## config.mk

```make
export PLATFORM = sky130hd
export DESIGN_NAME = modo_ctrl
export DESIGN_NICKNAME = d
export VERILOG_FILES = /design/src/rtl/modo_ctrl.sv
export SDC_FILE = /design/constraint.sdc
export NUM_CORES = 1
export LEC_CHECK = 0
export CAP_MARGIN = 0
export CORE_AREA = 2 2 447 449
export CTS_CLUSTER_DIAMETER = 60
export DETAILED_ROUTE_END_ITERATION = 10
export DIE_AREA = 0 0 449 451
export MAX_ROUTING_LAYER = met4
export SYNTH_ARGS = -nofsm -noshare
export SYNTH_HDL_FRONTEND = slang
export SYNTH_SLANG_ARGS = --single-unit
```

## constraint.sdc

```tcl
create_clock -name clk -period 2.85 [get_ports clk]
set_input_delay 0.285 -clock clk [delete_from_list [all_inputs] [get_ports clk]]
set_output_delay 0.285 -clock clk [all_outputs]
set_load 0.1 [all_outputs]
```

## src/rtl/modo_ctrl.sv

```systemverilog
// Lock mode controller: routes keypad packets to the operational or setup side and owns the committed config.
// cfg layout (MSB..LSB): bip_status[1] | bip_time[7] | tranca_aut_time[7] | senha_master[80] | senha_1..senha_4[80 each].
module modo_ctrl #(
    parameter logic [31:0] TIMEOUT_CYC = 32'd100_000_000
) (
    input  logic         clk,
    input  logic         rst,
    input  logic [79:0]  digitos_value,
    input  logic         digitos_valid,
    output logic [79:0]  op_digitos_value,
    output logic         op_digitos_valid,
    input  logic         op_display_en,
    input  logic [23:0]  op_bcd_pac,
    output logic         setup_on,
    output logic [79:0]  setup_digitos_value,
    output logic         setup_digitos_valid,
    input  logic         setup_display_en,
    input  logic [23:0]  setup_bcd_pac,
    input  logic [414:0] data_setup_new,
    input  logic         data_setup_ok,
    output logic [414:0] cfg,
    output logic         cfg_updated,
    output logic         setup_mode,
    output logic         display_en,
    output logic [23:0]  bcd_pac
);

    localparam int CW = $clog2(TIMEOUT_CYC) + 1;
    localparam logic [CW-1:0] CNT_LAST = CW'(TIMEOUT_CYC - 32'd1);
    localparam logic [CW-1:0] CNT_MAX  = '1;
    localparam logic [79:0]   FLUSH_PKT = {20{4'hB}};
    localparam logic [79:0]   NO_PWD    = {20{4'hF}};
    localparam logic [414:0]  CFG_RST   = {1'b1, 7'd5, 7'd5, {64'hFFFF_FFFF_FFFF_FFFF, 16'h1234},
                                           NO_PWD, NO_PWD, NO_PWD, NO_PWD};

    // NORMAL: packets go to op side | ENTER: setup_on pulse | SETUP: packets go to setup side
    // FLUSH: inject save packet     | DRAIN: swallow aborted result | COMMIT: cfg_updated pulse
    typedef enum logic [2:0] {NORMAL, ENTER, SETUP, FLUSH, DRAIN, COMMIT} state_t;

    state_t         state, state_nxt;
    logic [CW-1:0]  idle_cnt;
    logic [1:0]     drain_cnt;
    logic           master_hit;

    assign master_hit = (digitos_value == cfg[399:320]);

    always_ff @(posedge clk or negedge rst) begin
        if (!rst) state <= NORMAL;
        else      state <= state_nxt;
    end

    always_comb begin
        state_nxt = state;
        case (state)
            NORMAL: if (digitos_valid && master_hit) state_nxt = ENTER;
            ENTER:  state_nxt = SETUP;
            SETUP: begin
                if (data_setup_ok)                           state_nxt = COMMIT;
                else if (!digitos_valid && idle_cnt == CNT_LAST) state_nxt = FLUSH;
            end
            FLUSH:  state_nxt = DRAIN;
            DRAIN:  if (data_setup_ok || drain_cnt == 2'd3) state_nxt = NORMAL;
            COMMIT: state_nxt = NORMAL;
            default: state_nxt = NORMAL;
        endcase
    end

    always_ff @(posedge clk or negedge rst) begin
        if (!rst) begin
            op_digitos_value    <= '0;
            op_digitos_valid    <= 1'b0;
            setup_on            <= 1'b0;
            setup_digitos_value <= '0;
            setup_digitos_valid <= 1'b0;
            cfg                 <= CFG_RST;
            cfg_updated         <= 1'b0;
            idle_cnt            <= '0;
            drain_cnt           <= '0;
        end else begin
            op_digitos_valid    <= 1'b0;
            setup_on            <= 1'b0;
            setup_digitos_valid <= 1'b0;
            cfg_updated         <= 1'b0;
            case (state)
                NORMAL: begin
                    if (digitos_valid) begin
                        if (master_hit) begin
                            setup_on <= 1'b1;
                        end else begin
                            op_digitos_value <= digitos_value;
                            op_digitos_valid <= 1'b1;
                        end
                    end
                end
                ENTER: idle_cnt <= '0;
                SETUP: begin
                    // a result arriving alongside a key closes the session; the key is dropped
                    if (data_setup_ok) begin
                        cfg         <= data_setup_new;
                        cfg_updated <= 1'b1;
                    end else if (digitos_valid) begin
                        setup_digitos_value <= digitos_value;
                        setup_digitos_valid <= 1'b1;
                        idle_cnt            <= '0;
                    end else begin
                        if (idle_cnt == CNT_LAST) begin
                            setup_digitos_value <= FLUSH_PKT;
                            setup_digitos_valid <= 1'b1;
                        end
                        if (idle_cnt != CNT_MAX) idle_cnt <= idle_cnt + 1'b1;
                    end
                end
                FLUSH: drain_cnt <= '0;
                DRAIN: drain_cnt <= drain_cnt + 2'd1;
                default: ;
            endcase
        end
    end

    assign setup_mode = (state != NORMAL);
    assign display_en = setup_mode ? setup_display_en : op_display_en;
    assign bcd_pac    = setup_mode ? setup_bcd_pac    : op_bcd_pac;

endmodule
```

Word level (Yosys, flattened, before mapping)
Cells that the tools add are included.
{"block": "totals", "ff_bits": 612, "inputBits": 549, "out_inout_bits": 605, "elab_cells": 67}
{"block": "op_classes", "addsub": 2, "n_eq_ne": 13, "mux": 26, "bitwise": 2, "n_reduce_logical": 14}
{"cell": "two-way mux 80 bit", "count": 2}
{"cell": "two-way mux 28 bit", "count": 3}
{"cell": "== test 80 bit", "count": 1}
{"cell": "one-hot mux 28 bit (2 select lines)", "count": 1}
{"cell": "adder 28 x 1 -> 28 bit (second input constant)", "count": 1}
{"cell": "== test 28 x 27 -> 1 bit (second input constant)", "count": 1}
{"cell": "inequality test 28 bit (second input constant)", "count": 1}
{"cell": "two-way mux 24 bit", "count": 1}
{"cell": "one-hot mux 3 bit (5 select lines)", "count": 1}
{"cell": "two-way mux 1 bit", "count": 13}
{"cell": "two-way mux 3 bit", "count": 4}
{"cell": "AND reduction 3 bit", "count": 4}
{"cell": "== test 3 x 2 -> 1 bit (second input constant)", "count": 2}
{"cell": "inequality test 2 bit (second input constant)", "count": 3}
{"cell": "inequality test 3 bit (second input constant)", "count": 2}
{"cell": "nonzero test 2 bit", "count": 3}
{"cell": "one-hot mux 2 bit (2 select lines)", "count": 1}
{"cell": "== test 3 x 1 -> 1 bit (second input constant)", "count": 1}
{"cell": "== test 3 bit (second input constant)", "count": 1}
{"cell": "zero test 3 bit", "count": 1}
{"cell": "nonzero test 3 bit", "count": 1}
{"cell": "adder 2 x 1 -> 2 bit (second input constant)", "count": 1}
{"cell": "== test 2 bit (second input constant)", "count": 1}
{"cell": "logical AND 1 bit", "count": 2}
{"cell": "4 further kinds", "count": 5}

Longest topological paths before layout
{"block": "depth", "depth_word": 5, "ltp_mapped": 10, "depth_no_buf": 8}

Least setup slack after synthesis
Ideal clock, no wire load.
{"block": "synth_path", "kind": "reg2reg", "startpoint": "reg cfg[330]", "endpoint": "reg op_digitos_value[0]", "setup_time_ns": 0.126, "arrival_time_ns": 2.703, "t_required_ns": 2.724, "slack_ns": 0.021, "stages_incl_launch_ff": 8, "synth_period_minus_slack_ns": 2.829, "path_cell_list": "dfrtp_1 xnor2_1 nand4_1 nor4_1 nand3_1 o21ai_1 clkbuf_1 mux2_2"}
{"block": "synth_between", "elab_chain_cells": 3}
{"element": "from (decl)", "line": "21", "rtl": "output logic [414:0] cfg,"}
{"element": "from (signal assigned)", "line": "99", "rtl": "cfg <= data_setup_new;"}
{"element": "== test 80 bit", "line": "45", "rtl": "assign master_hit = (digitos_value == cfg[399:320]);"}
{"element": "NOT 1 bit (no line)"}
{"element": "AND reduction 3 bit (no line)"}
{"element": "to (signal assigned)", "line": "90", "rtl": "op_digitos_value <= digitos_value;"}
{"element": "to (decl)", "line": "10", "rtl": "output logic [79:0] op_digitos_value,"}
No other way between the ends.
A chain may end at the register's enable or synchronous reset.

Worst setup path after layout
{"block": "layout_path", "startpoint": "reg cfg[377]", "endpoint": "reg op_digitos_value[25]"}
Same word-level chain as after synthesis.

==> summary.txt <==
Status
  • Status: complete, no violations

Final layout
  • Layout cells sized above 1: 61.5%
  • Register area: 15800 um2
  • Area of the multi-input gates: 8790 um2
  • Layout area overhead: 73.3%
  • Commonest cells after routing, fill and taps aside: buf_4, clkdlybuf4s50_1, mux2_2, dfstp_2, dfrtp_1
  • Fin nets: 3461
  • Fillers: 21246
  • Post-Route Utilization: 21.6%
  • Most common cell after layout, fill and taps aside: buf_4

STA
  • Tcrit/Tclk final: 98.1%
  • Slew Viols, Final: 0
  • Layout Skew: 65.3 ps
  • Crit path time final: 2800 ps
  • Final setup viols: 0
  • Slew @ Worst Pin: 793 ps
  • Maximum clock rate: 358 MHz
  • Final Hold Vio Count: 0
  • Unrepaired setup endpoints after global routing: yes
  • Worst slew margin: 47.5%

Job
  • Maxcap violations: 0

Floorplanning
  • Die footprint: 202000 um2
  • Die Ht: 451 um
  • Core area: 198000 um2
  • Starting Density: 12.5%
  • Horiz. Die Dim: 449 um
  • Num ports: 1154
  • Cell Rows: 164

CTS
  • Skew-Pair Late Insertion Delay: 720 ps
  • Clk sink count: 612
  • H-tree levels: 3
  • CTS Root Cell: clkbuf_16
  • Max Root-Sink Buffers: 3
  • Clock transition at path regs: 60 ps
  • CTS tree: done
  • CTS buffer count: 83

Global route
  • Antenna violations before repair: 29
  • Number of global-route vias before repair: 20156
  • Largest net degree at the start of global routing: 92
  • Total GRT Usage: 12.8%
  • Grt ovf: 0
  • First-pass GRT wire length: 174000 um

Worst setup path
  • CP Launch Type: flip-flop
  • Setup slack, reg-to-reg: 50 ps
  • Worst EP required: 3410 ps
  • CP Max Fanout: 29
  • Critical path arrival: 3360 ps
  • Crit Path Class: reg2reg
  • Critical Path Sink Type: flip-flop
  • Worst Reg-to-Reg Cells: 9

Place
  • Routability cong.: 0.922
  • Port Buffer Count: 1153
  • DPL Wire Length: 105000 um

Logic synthesis
  • Post-synth ARST share: 100%
  • Seq/Total Area, Yosys: 63.9%
  • Synth warn: 0
  • FF+latch count, synth: 612
  • Synth Area per Inst: 15.4 um2
  • Post-Syn Area: 24700 um2
  • Unique masters post-synth: 51
  • Main flop type after synthesis: dfstp_2
  • Mapped Nets: 2154
  • Number of synthesized flops with an enable pin: 0
  • Gate Count Post-Synth: 1603

Drt
  • # DRC: 0
  • Initial DRC count: 1020
  • First drt pass iteration count: 5
  • Routed vias: 19268
  • Drt wl/cell: 23.1 um
  • Via density: 3.41
  • Total wire length: 131000 um
  • Antenna-violating nets left: 0

Min path
  • Hold Crit Class: in2async
-- synth_stat cells (2+ instances only) --
| cell | instances | share of area, % |
|---|---|---|
| mux2_2 | 520 | 24 |
| dfstp_2 | 394 | 42 |
| dfrtp_1 | 218 | 22 |
| xnor2_1 | 81 | 2.9 |
| clkbuf_1 | 76 | 1.2 |
| o22a_1 | 60 | 2.1 |
| nor2_1 | 28 | 0.42 |
| o21ai_0 | 26 | 0.53 |
| nand4_1 | 24 | 0.61 |
| nand3_1 | 22 | 0.45 |
| a22o_1 | 21 | 0.74 |
| nand2_1 | 19 | 0.29 |
| o31ai_1 | 13 | 0.39 |
| and3_1 | 9 | 0.23 |
| nor4_1 | 9 | 0.23 |
| a21oi_1 | 8 | 0.16 |
| inv_1 | 8 | 0.12 |
| nor3_1 | 7 | 0.14 |
| a31oi_1 | 6 | 0.15 |
| nand2b_1 | 5 | 0.13 |
| and2_1 | 4 | 0.10 |
| buf_2 | 4 | 0.081 |
| o211ai_1 | 4 | 0.12 |
| xor2_1 | 4 | 0.14 |
| and4_1 | 2 | 0.071 |
| ha_1 | 2 | 0.10 |
| nor4b_1 | 2 | 0.071 |
| o22ai_1 | 2 | 0.051 |
| or2_2 | 2 | 0.051 |
| or3_1 | 2 | 0.051 |
-- repair_timing --
| action | 4_1_cts | 5_1_grt |
|---|---|---|
| hold endpoints to repair | 87 | 0 |
| gates resized for setup | 45 | 11 |
| hold buffers | 1 | 0 |
| pin swaps | 7 | 8 |
| buffers inserted | 12 | 0 |
| gates cloned | 4 | 0 |
| endpoints found under the setup margin | 105 | 80 |
-- through the flow --
stage | cells | setup TNS (ps) | instance area (um2) | worst slack [ps] | hold slack [ps]
2_1_floorplan | 1603 | 0 | 24700 | 21.4 | -10.6
3_3_place_gp | 5466 | -41120 | 39500 | -551 | 321
3_5_place_dp | 5466 | -34440 | 39500 | -478 | 321
4_1_cts | 5637 | -5580 | 42800 | -127 | 56.5
5_1_grt | 5640 | -1330 | 42800 | -60.3 | 100
6_report | 5643 | 0 | 42900 | 53.0 | 128
-- flip-flops by register name, indices dropped and copies added (netlist names) --
name / flops
cfg: 415
cfg_updated: 1
drain_cnt: 2
idle_cnt: 28
op_digitos_valid: 1
op_digitos_value: 80
setup_digitos_valid: 1
setup_digitos_value: 80
setup_on: 1
state: 3
-- routing by layer --
metal	routed length, um	track usage, %	vias up
met5	0	-	-
met4	2960	3.66	0
met3	8750	3.56	144
met2	65800	21.4	732
met1	53000	14.9	9938
li1	-	-	8454
-- kinds of logic after synthesis --
| group | Yosys count | synth area share [%] |
|---|---|---|
| flip-flops | 612 | 63.9 |
| multiplexers | 520 | 23.7 |
| AO/OA/AOI/OAI | 147 | 4.54 |
| AND/OR/NAND/NOR | 144 | 3.22 |
| buffers and inverters | 93 | 1.54 |
| XOR/XNOR | 85 | 3.01 |
| adder cells (fa/ha/maj) | 2 | 0.101 |
-- critical path, stage by stage (launching register included) --
cell	delay, ps
dfstp_2	620
xnor2_2	140
buf_4	180
nand4_1	270
nor4_4	300
nand3_2	130
o21ai_4	230
buf_4	150
buf_12	190
mux2_2	370
-- layout make-up --
cell class | count | area share (%)
well taps | 2656 | 7.75
clock buffers | 120 | 5.60
clock inverters | 34 | 1.08
diodes | 8 | 0.0467
multi-input cells | 898 | 20.5
repair buffers | 1306 | 28.0
inverters | 9 | 0.0818
flip-flops and latches | 612 | 36.9
-- path summary, 6_finish.rpt --
| check | start | endpoint |
|---|---|---|
| max in group asynchronous | rst | cfg[95] |
| setup / recovery | cfg[377] | op_digitos_value[25] |
| hold reg to reg | setup_digitos_value[8] | setup_digitos_value[8] |
| setup reg to reg | cfg[377] | op_digitos_value[25] |
| hold / removal | rst | setup_digitos_value[77] |
| min in group clk | data_setup_new[318] | cfg[318] |
Power is not shown: default switching activity piles up to over one toggle a cycle in this logic, so the estimate is an artifact.
